===== config.mk =====
export PLATFORM = sky130hd
export DESIGN_NAME = uart_cmd_framer
export DESIGN_NICKNAME = d
export VERILOG_FILES = /design/src/rtl/uart_cmd_framer.sv
export SDC_FILE = /design/constraint.sdc
export NUM_CORES = 1
export LEC_CHECK = 0
export CORE_ASPECT_RATIO = 1.75
export CORE_UTILIZATION = 40
export CTS_BUF_LIST = sky130_fd_sc_hd__clkbuf_4 sky130_fd_sc_hd__clkbuf_8
export DETAILED_ROUTE_END_ITERATION = 12
export HOLD_SLACK_MARGIN = 0.02
export SLEW_MARGIN = 40
export SYNTH_ARGS = -nofsm -noshare
export SYNTH_HDL_FRONTEND = slang
export SYNTH_SLANG_ARGS = --single-unit
export TNS_END_PERCENT = 100

===== constraint.sdc =====
create_clock -name clk -period 1.8 [get_ports clk]
set_input_delay 0.36 -clock clk [delete_from_list [all_inputs] [get_ports clk]]
set_output_delay 0.36 -clock clk [all_outputs]
set_load 0.1 [all_outputs]

===== src/rtl/uart_cmd_framer.sv =====
// uart_cmd_framer: assembles header/payload/trailer byte frames from a UART
// byte stream and presents good frames on a valid/ready output register.
module uart_cmd_framer #(
  parameter int PAYLOAD_BYTES  = 16,
  parameter int TIMEOUT_CYCLES = 1_000_000
) (
  input  logic                       clk,
  input  logic                       rst,
  input  logic [7:0]                 rx_data,
  input  logic                       rx_valid,
  output logic [7:0]                 cmd,
  output logic [8*PAYLOAD_BYTES-1:0] payload,
  output logic                       frame_valid,
  input  logic                       frame_ready,
  output logic                       err_mismatch,
  output logic                       err_timeout,
  output logic                       err_overrun,
  output logic [7:0]                 frames_ok,
  output logic [7:0]                 frames_bad
);

  localparam int PW    = 8 * PAYLOAD_BYTES;
  localparam int CNT_W = $clog2(PAYLOAD_BYTES + 2);
  localparam int GAP_W = (TIMEOUT_CYCLES > 1) ? $clog2(TIMEOUT_CYCLES) : 1;
  localparam logic [CNT_W-1:0] LAST    = CNT_W'(PAYLOAD_BYTES + 1);
  localparam logic [GAP_W-1:0] GAP_MAX = GAP_W'(TIMEOUT_CYCLES - 1);

  typedef enum logic {IDLE, RECV} state_e;

  state_e           state_q, state_d;
  logic [CNT_W-1:0] cnt_q, cnt_d;
  logic [GAP_W-1:0] gap_q, gap_d;
  logic [7:0]       hdr_q, hdr_d;
  logic [PW-1:0]    shift_q, shift_d;
  logic [7:0]       cmd_q, cmd_d;
  logic [PW-1:0]    pay_q, pay_d;
  logic             fv_q, fv_d;
  logic             mm_q, mm_d, to_q, to_d, ov_q, ov_d;
  logic [7:0]       ok_q, ok_d, bad_q, bad_d;
  logic             load;

  // Frame collection, evaluation, timeout and output handshake
  always_comb begin
    state_d = state_q;
    cnt_d   = cnt_q;
    gap_d   = gap_q;
    hdr_d   = hdr_q;
    shift_d = shift_q;
    cmd_d   = cmd_q;
    pay_d   = pay_q;
    fv_d    = fv_q & ~frame_ready;
    mm_d    = 1'b0;
    to_d    = 1'b0;
    ov_d    = 1'b0;
    load    = 1'b0;
    case (state_q)
      IDLE: begin
        gap_d = '0;
        if (rx_valid) begin
          hdr_d   = rx_data;
          cnt_d   = CNT_W'(1);
          state_d = RECV;
        end
      end
      RECV: begin
        if (rx_valid) begin
          // A byte always beats an expiring gap counter
          gap_d = '0;
          if (cnt_q == LAST) begin
            state_d = IDLE;
            cnt_d   = '0;
            if (rx_data != hdr_q) begin
              mm_d = 1'b1;
            end else if (!fv_q || frame_ready) begin
              cmd_d = hdr_q;
              pay_d = shift_q;
              fv_d  = 1'b1;
              load  = 1'b1;
            end else begin
              ov_d = 1'b1;
            end
          end else begin
            shift_d = {shift_q[PW-9:0], rx_data};
            cnt_d   = cnt_q + CNT_W'(1);
          end
        end else if (gap_q == GAP_MAX) begin
          to_d    = 1'b1;
          state_d = IDLE;
          cnt_d   = '0;
          gap_d   = '0;
        end else begin
          gap_d = gap_q + GAP_W'(1);
        end
      end
      default: state_d = IDLE;
    endcase
    ok_d  = (load && ok_q != 8'hFF) ? ok_q + 8'd1 : ok_q;
    bad_d = ((mm_d | to_d | ov_d) && bad_q != 8'hFF) ? bad_q + 8'd1 : bad_q;
  end

  // State and output registers; reset drops any partial frame silently
  always_ff @(posedge clk or negedge rst) begin
    if (!rst) begin
      state_q <= IDLE;
      cnt_q   <= '0;
      gap_q   <= '0;
      hdr_q   <= '0;
      shift_q <= '0;
      cmd_q   <= '0;
      pay_q   <= '0;
      fv_q    <= 1'b0;
      mm_q    <= 1'b0;
      to_q    <= 1'b0;
      ov_q    <= 1'b0;
      ok_q    <= '0;
      bad_q   <= '0;
    end else begin
      state_q <= state_d;
      cnt_q   <= cnt_d;
      gap_q   <= gap_d;
      hdr_q   <= hdr_d;
      shift_q <= shift_d;
      cmd_q   <= cmd_d;
      pay_q   <= pay_d;
      fv_q    <= fv_d;
      mm_q    <= mm_d;
      to_q    <= to_d;
      ov_q    <= ov_d;
      ok_q    <= ok_d;
      bad_q   <= bad_d;
    end
  end

  assign cmd          = cmd_q;
  assign payload      = pay_q;
  assign frame_valid  = fv_q;
  assign err_mismatch = mm_q;
  assign err_timeout  = to_q;
  assign err_overrun  = ov_q;
  assign frames_ok    = ok_q;
  assign frames_bad   = bad_q;

endmodule


======== Word-level counts from Yosys, hierarchy flattened ========
Index checks and enable logic that the tools add are counted.
word-level totals
  word-level logic and storage cells ...... 74
  input port bits ......................... 12
  bits in writable memories ............... 0
  ROM bits ................................ 0
  bits in latches ......................... 0
  output and inout port bits .............. 156
  register bits ........................... 318
  memories kept ........................... 0
operators by class
  div/mod/pow operators ................... 0
  mux-type cells .......................... 35
  magnitude comparators ................... 0
  shift-type cells ........................ 0
  bitwise gates (word level) .............. 7
  reductions and logical operators ........ 8
  multiply operators ...................... 0
  eq/ne operators ......................... 7
  $add $sub $neg .......................... 4
operator list
  kind                                                   count
  two-way mux 20 bit                                     2
  case mux 20 bit (2 select lines)                       1
  two-way mux 1 bit                                      26
  adder 20 x 1 -> 20 bit, second input constant          1
  equality test 20 bit, second input constant            1
  two-way mux 5 bit                                      4
  adder 8 x 1 -> 8 bit, second input constant            2
  inequality test 8 bit, second input constant           2
  case mux 5 bit (2 select lines)                        1
  inequality test 8 bit                                  1
  adder 5 x 1 -> 5 bit, second input constant            1
  equality test 5 bit, second input constant             1
  AND reduction 5 bit                                    1
  inverter 1 bit                                         4
  AND reduction 2 bit                                    2
  inequality test 3 x 2 -> 1 bit, second input constant  1
  AND reduction 3 bit                                    1
  logical AND 1 bit                                      2
  inequality test 2 bit, second input constant           1
  OR 1 bit                                               2
  case mux 1 bit (2 select lines)                        1
  AND 1 bit                                              1
  zero test 1 bit                                        1
  logical OR 1 bit                                       1

======== Longest topological paths before layout ========
Gate-level depths: netlist of the first run.
  word-level depth ........................ 9
  gate-level depth with buffers ........... 8
  depth with buffers taken out ............ 7

======== Least setup slack after synthesis of the first run ========
No wires, ideal clock.
  path kind ............................... register to register
  from .................................... register ok_q[0] (netlist: frames_ok[0])
  to ...................................... register ok_q[1] (netlist: frames_ok[1])
  period minus slack after synthesis ...... 2.386 ns
  data required time ...................... 1.672 ns
  arrival time ............................ 2.258 ns
  cell stages (with the launch flop) ...... 8
  slack ................................... -0.586 ns
  cell sequence ........................... dfrtp_1 > ha_1 > and3_1 > nand3_1 > and3_1 > buf_2 > nand2_1 > mux2_1
between the ends
  word-level cells in the longest chain between the ends .. 2
ends and longest elaborated chain
  item                                                                          RTL line  text
  start: declaration                                                            39        logic [7:0] ok_q, ok_d, bad_q, bad_d;
  start signal: assignment                                                      129       ok_q <= ok_d;
  parallel branches: the longest is 2 deep, another holds adder 8 x 1 -> 8 bit  -
Parallel ways; which one is timed is not known.
A chain may end at the register's enable or synchronous reset.

======== Worst setup path in the final report of the first run ========
  from .................................... register cnt_q[0]
  to ...................................... register shift_q[84]
between the ends
  word-level cells in the longest chain between the ends .. 3
ends and longest elaborated chain
  item                           RTL line  text
  start: declaration             31        logic [CNT_W-1:0] cnt_q, cnt_d;
  start signal: assignment       119       cnt_q <= cnt_d;
  equality test 5 bit            69        if (cnt_q == LAST) begin
  inverter 1 bit (no line)       -
  AND reduction 3 bit (no line)  -
  end signal: assignment         122       shift_q <= shift_d;
  end: declaration               34        logic [PW-1:0] shift_q, shift_d;
Every way passes these cells.

==> results of run 1 <==
## logic make-up after synthesis
kind of cell	Yosys count
adders and majority gates	5
and+or+nand+nor	115
DFF	318
xor gates and xnor gates	37
muxes	279
AOI/OAI and AO/OA	18
buffers and inverters	41
## state kept, by name, summed over array words and instances, names as in the netlist
signal / cells
frame_valid: 1
cmd: 8
err_timeout: 1
cnt_q: 5
frames_ok: 8
payload: 128
err_mismatch: 1
hdr_q: 8
shift_q: 128
frames_bad: 8
gap_q: 20
state_q: 1
err_overrun: 1
## what timing repair did
item	CTS	global route
cloned	8	10
hold buffers	1	0
pin swaps	3	4
resized for setup	24	19
endpoints found under the hold margin	42	0
buffers inserted	11	9
setup endpoints to repair	290	289
## final cells by class
type                    instances  area [um2]
fillers                      2339       12800
flip-flops and latches        318        7980
repair buffers                302        4900
multi-input cells             454        4880
clock buffers                  79         962
well taps                     400         500
clock inverters                 4        73.8
inverters                       3        11.3
diodes                          1        2.50
## path summary, 6_finish.rpt
check	to	slack [ns]
worst min register to register	payload[122]$_DFFE_PN0P_	0.51
worst max-delay path	shift_q[84]$_DFFE_PN0P_	-0.29
worst min-delay path	payload[86]$_DFFE_PN0P_	0.32
worst max register to register	shift_q[84]$_DFFE_PN0P_	-0.29
min in group clk	payload[122]$_DFFE_PN0P_	0.51
max in group asynchronous	payload[65]$_DFFE_PN0P_	0.81
## synth_stat cells (9+ instances only)
cell     count  area share [%]
nand3_1     19            0.73
nand2_1     21            0.61
mux2_4     130              15
nor2_1      31            0.90
buf_2       19            0.73
xnor2_1     22             1.5
o21ai_0      9            0.35
dfrtp_1    318              61
mux2_2     145              13
buf_6       16             1.4
xor2_1      15             1.0
and3_1      10            0.48
## layer usage
layer  track usage (%)  share of wire [%]
met1              20.6                 39
met2              33.5                 55
met3              3.15                3.3
met4              6.33                2.7
met5                 0                  0
## cell usage in the layout (no fill, tap or decap), types with 3 or more instances in the layout
cell,n
clkbuf_8,59
clkbuf_4,20
nor2_1,27
xnor2_1,22
xor2_1,15
buf_4,88
ha_1,4
and3_4,3
dfrtp_2,14
mux2_4,134
mux2_2,143
nor3_1,6
and2_1,3
dfrtp_1,302
bufbuf_16,3
nand2b_1,4
nand2_1,20
nand3_1,17
inv_1,3
buf_16,8
clkdlybuf4s50_1,10
buf_6,8
and3_1,7
nand4_1,4
clkbuf_16,9
o21ai_0,6
buf_12,173
## power by group through the flow
stage               clock network [mW]  registers (mW)  logic, mW
global placement                     0            9.76       2.09
finish                            6.35            9.68       2.38
detailed placement                   0            9.81       2.17
global route                      6.85            9.86       2.60
CTS                               6.56            9.69       2.30
floorplan                            0            9.34       1.51
==> results.yml, run 1 <==
outcome:
  outcome: "finished with violations"
  violations: "design-rule violations, negative setup slack"
timing:
  worstMarginPinSlew_ns: 0.515
  clock.fmax_ghz: 0.477
  hold_viol: 0
  drv_slew: 0
  setup-violations-final: 277
  fin_worst_skew_ns: 0.0305
  rsz0062_at_grt: "yes"
  slew_headroom_pct: 65.6
  tns_ns: -52.56
  post-route-worst-setup-slack_ns: -0.294
  hold_ws_ns: 0.323
  period_share_pct: 116
  fin_crit_ns: 2.09
synthesis:
  synth_fp_nets: 830
  synth_area_um2: 13000
  syn_area_per_cell_um2: 16.0
  synth_mux_area_share_pct: 27.9
  synth-seq-area-share_pct: 61.2
  synth_edf_count: 0
  synth.distinct_cells: 38
  ys_async_sr_fraction_pct: 100
  synth-compound-area-share_pct: 0.914
  synth_fa_ha_area_share_pct: 0.481
  synth_seq_cells: 318
  ys_warn_count: 0
  yosys.area_share.simple_pct: 4.66
  synthesis.instances: 813
  synth_top_family_by_area: "multiplexers"
  synthXorXnorAreaFrac_pct: 2.49
  synthFlopType: "dfrtp_1"
power_and_ir_drop:
  p_switching_mw: 4.71
  p_clk_share_pct: 34.5
  p_leak_nw: 9.22
  power.density_nw_per_um2: 953
  power_frac_seq_pct: 52.6
  p_total_mw: 18.4
  p_int_mw: 13.7
  p_sw_share_pct: 25.6
  ir_drop_uv: 555
  pwr-share-comb_pct: 12.9
place:
  gp_congestion: 0.775
  place_area_um2: 17500
  portBuffers: 167
  post-dp-hpwl_mm: 19.5
  dpl.cell_count: 1440
  place_worst_setup_slack_ns: -0.834
floorplanning:
  fp-row-count: 87
  core_area_um2: 32100
  start_util_pct: 40.5
  die_y_um: 240
  pin_count: 168
  die_w_um: 138
  die_area_um2: 33300
global_route:
  grt_max_degree: 54
  grt_overflow: 0
  grt_usage_pct: 18.0
  antenna_found_initial: 1
  grt_pass1_vias: 8103
  grt_pass1_wl_mm: 46.0
clock_tree:
  cts_made_buffers: 48
  cts_tree: "done"
  cts.sinks: 318
  worstSkewPairLatency_ns: 0.59
  path_clk_slew_ns: 0.06
  htree_levels: 2
  max-clock-path-buffers: 3
  cts-root-buf: "clkbuf_8"
worst_setup_path:
  critPathMaxFanout: 7
  crit_path_end_kind: "flop"
  r2r_start: "cnt_q[0]$_DFFE_PN0P_"
  reg2reg_depth: 8
  critical_path_class: "reg -> reg"
  crit_start: "cnt_q[0]$_DFFE_PN0P_"
  cp.arrival_ns: 2.56
  cp_top_family: "buffers and inverters"
  crit_slowest_cell: "dfrtp_1"
  cpPeakStageDelay_ns: 0.39
  startpoint_type: "flop"
  crit_chain: "ha_1, and4bb_2, buf_4, nor2_4, buf_12, buf_8, bufbuf_16, mux2_2"
  cp.required_ns: 2.26
  crit_cells: 8
  cp_num_buf_inv: 4
layout:
  drive_gt1_share_pct: 59.9
  finalNetCount: 1144
  final_core_util_pct: 60.1
  synthToLayoutAreaGrowth_pct: 48.5
  fin_area_um2: 19300
  final_cells: 1561
hold_path:
  hold_path_class: "in -> async"
drt:
  detail_route.first_pass.iterations: 8
  postRouteAntennaNets: 0
  wire_per_inst_um: 19.1
  route.vias.total: 7625
  totalWireLength_mm: 29.8
  avgViaCountPerCell: 4.88
  drtIter0Drc: 276
  drc_errors: 28
run:
  max_cap_viol_count: 0
No activity file was read; power rests on OpenSTA's default activity.
==> run 2: changes to the inputs <==
CORE_MARGIN = 5   (was default)
==> run 2 against run 1 <==
The run ends with negative setup slack left; setup slack better by 0.037 ns; clock skew down 0.012 ns; sequential share of layout area down 0.82 points; register-to-register slack better by 0.04 ns; final area up 2.0%; utilization up 1.0 points; first-iteration DRC count down 10%; routed wire length up 3.5%; fmax up 1.8%; cell count down 0.19%; die area up 9.3%.
==> results.yml, run 2 (synthesis results as in run 1) <==
drt:
  postRouteAntennaNets: 0
  drc_errors: 0
  totalWireLength_mm: 30.8
  avgViaCountPerCell: 4.88
  wire_per_inst_um: 19.8
  route.vias.total: 7599
  drtIter0Drc: 248
  detail_route.first_pass.iterations: 4
layout:
  final_cell_mix: "dfrtp_1 (302), mux2_4 (243), buf_12 (182), buf_4 (71), clkbuf_8 (62)"
  fillers: 2379
  drive_gt1_share_pct: 60.3
  final_common_cell: "dfrtp_1"
  synthToLayoutAreaGrowth_pct: 51.5
  final_cells: 1558
  finalNetCount: 1136
  fin_area_um2: 19700
floorplanning:
  fp-row-count: 87
  core_area_um2: 32200
  start_util_pct: 40.3
  pin_count: 168
  die_y_um: 248
  die_w_um: 146
  die_area_um2: 36300
worst_setup_path:
  crit_path_end_kind: "flop"
  r2r_start: "cnt_q[1]$_DFFE_PN0P_"
  cp.required_ns: 2.26
  crit_start: "cnt_q[1]$_DFFE_PN0P_"
  r2r_end: "payload[28]$_DFFE_PN0P_"
  critPathMaxFanout: 18
  critical_path_class: "reg -> reg"
  rrSetupSlack_ns: -0.26
  critPathCapture: "payload[28]$_DFFE_PN0P_"
  cp.arrival_ns: 2.52
  reg2reg_depth: 8
  startpoint_type: "flop"
place:
  place_worst_setup_slack_ns: -0.609
  dpl.cell_count: 1440
  post-dp-hpwl_mm: 20.5
  gp_congestion: 0.764
  portBuffers: 167
  place_area_um2: 17500
timing:
  post-route-worst-setup-slack_ns: -0.257
  worstMarginPinSlew_ns: 0.438
  drv_slew: 0
  hold_viol: 0
  fin_worst_skew_ns: 0.0188
  rsz0062_at_grt: "yes"
  setup-violations-final: 279
  clock.fmax_ghz: 0.486
  hold_ws_ns: 0.245
  slew_headroom_pct: 70.7
  period_share_pct: 114
  fin_crit_ns: 2.06
outcome:
  outcome: "finished with violations"
  violations: "negative setup slack"
clock_tree:
  htree_levels: 2
  path_clk_slew_ns: 0.06
  cts.sinks: 318
  worstSkewPairLatency_ns: 0.58
  cts-root-buf: "clkbuf_8"
  cts_tree: "done"
  cts_made_buffers: 49
  max-clock-path-buffers: 3
power_and_ir_drop:
  power.density_nw_per_um2: 992
  p_total_mw: 19.5
  p_leak_nw: 9.57
  ir_drop_uv: 625
run:
  max_cap_viol_count: 0
global_route:
  grt_max_degree: 72
  grt_usage_pct: 16.5
  grt_overflow: 0
  grt_pass1_vias: 8427
  grt_pass1_wl_mm: 48.0
  antenna_found_initial: 1
hold_path:
  hold_path_class: "in -> async"
[run 2: changes by cell type in the layout (fill, tap and decap cells not counted), sizes merged]
| cell | delta |
|---|---|
| buf | -1 |
| clkinvlp | +1 |
| clkbuf | -6 |
| clkinv | +6 |
| bufbuf | -3 |
| bufinv | +1 |
| inv | -1 |
[run 2: worst min path at each step]
stage / cells past startpoint / startpoint / endpoint / slack [ns]
finish: 2 / rst / shift_q[15]$_DFFE_PN0P_ / 0.24
CTS: 2 / rst / shift_q[36]$_DFFE_PN0P_ / 0.21
global route: 2 / rst / shift_q[7]$_DFFE_PN0P_ / 0.26
detailed placement: 1 / rst / shift_q[4]$_DFFE_PN0P_ / 0.26
floorplan: 0 / rst / cmd[0]$_DFFE_PN0P_ / 0.06
global placement: 1 / rst / shift_q[7]$_DFFE_PN0P_ / 0.26
[run 2: area by class of cell]
type | count | area, um2 | area share (%)
clock buffers | 78 | 973 | 4.94
well taps | 400 | 500 | 2.54
multi-input cells | 454 | 5360 | 27.2
diodes | 1 | 2.50 | 0.0127
repair buffers | 293 | 4740 | 24.1
clock inverters | 11 | 133 | 0.673
inverters | 3 | 11.3 | 0.0572
flip-flops and latches | 318 | 7980 | 40.5
[run 2: where the power goes]
part	internal (mW)	leakage (nW)	switching [mW]
clock network	3.86	0.589	2.82
registers	8.51	4.16	1.29
logic	2.18	4.82	0.877
total	14.6	9.57	4.99
[run 2: through the flow]
stage	setup TNS (ns)	util (%)
2_1_floorplan	-13.98	-
3_3_place_gp	-122.57	54.3
3_5_place_dp	-124.16	54.3
4_1_cts	-54.23	59.2
5_1_grt	-63.38	61.1
6_report	-47.55	61.1
[run 2: critical path, cell delays in order, from the launching register on]
cell and delay (ns):
dfrtp_1 0.38, inv_1 0.06, ha_2 0.15, and4bb_2 0.27, and3_4 0.20, nand4_1 0.16, buf_4 0.24, buf_12 0.18
mux2_4 0.31
[run 2: routing by layer]
| metal | part of all wire, % | wire, um | global-route usage (%) |
|---|---|---|---|
| met3 | 3.3 | 1020 | 3.08 |
| met5 | 0 | 0 | 0 |
| met4 | 3.2 | 972 | 6.51 |
| met2 | 54 | 16600 | 30.1 |
| met1 | 40 | 12200 | 19.1 |
[run 2: timing repair]
| item | in CTS | in global routing |
|---|---|---|
| pin swaps | 3 | 7 |
| endpoints found under the setup margin | 282 | 303 |
| setup buffers | 11 | 11 |
| gates cloned | 8 | 5 |
| resized for setup | 36 | 159 |
| hold buffers | 1 | 0 |
| hold endpoints to repair | 101 | 0 |
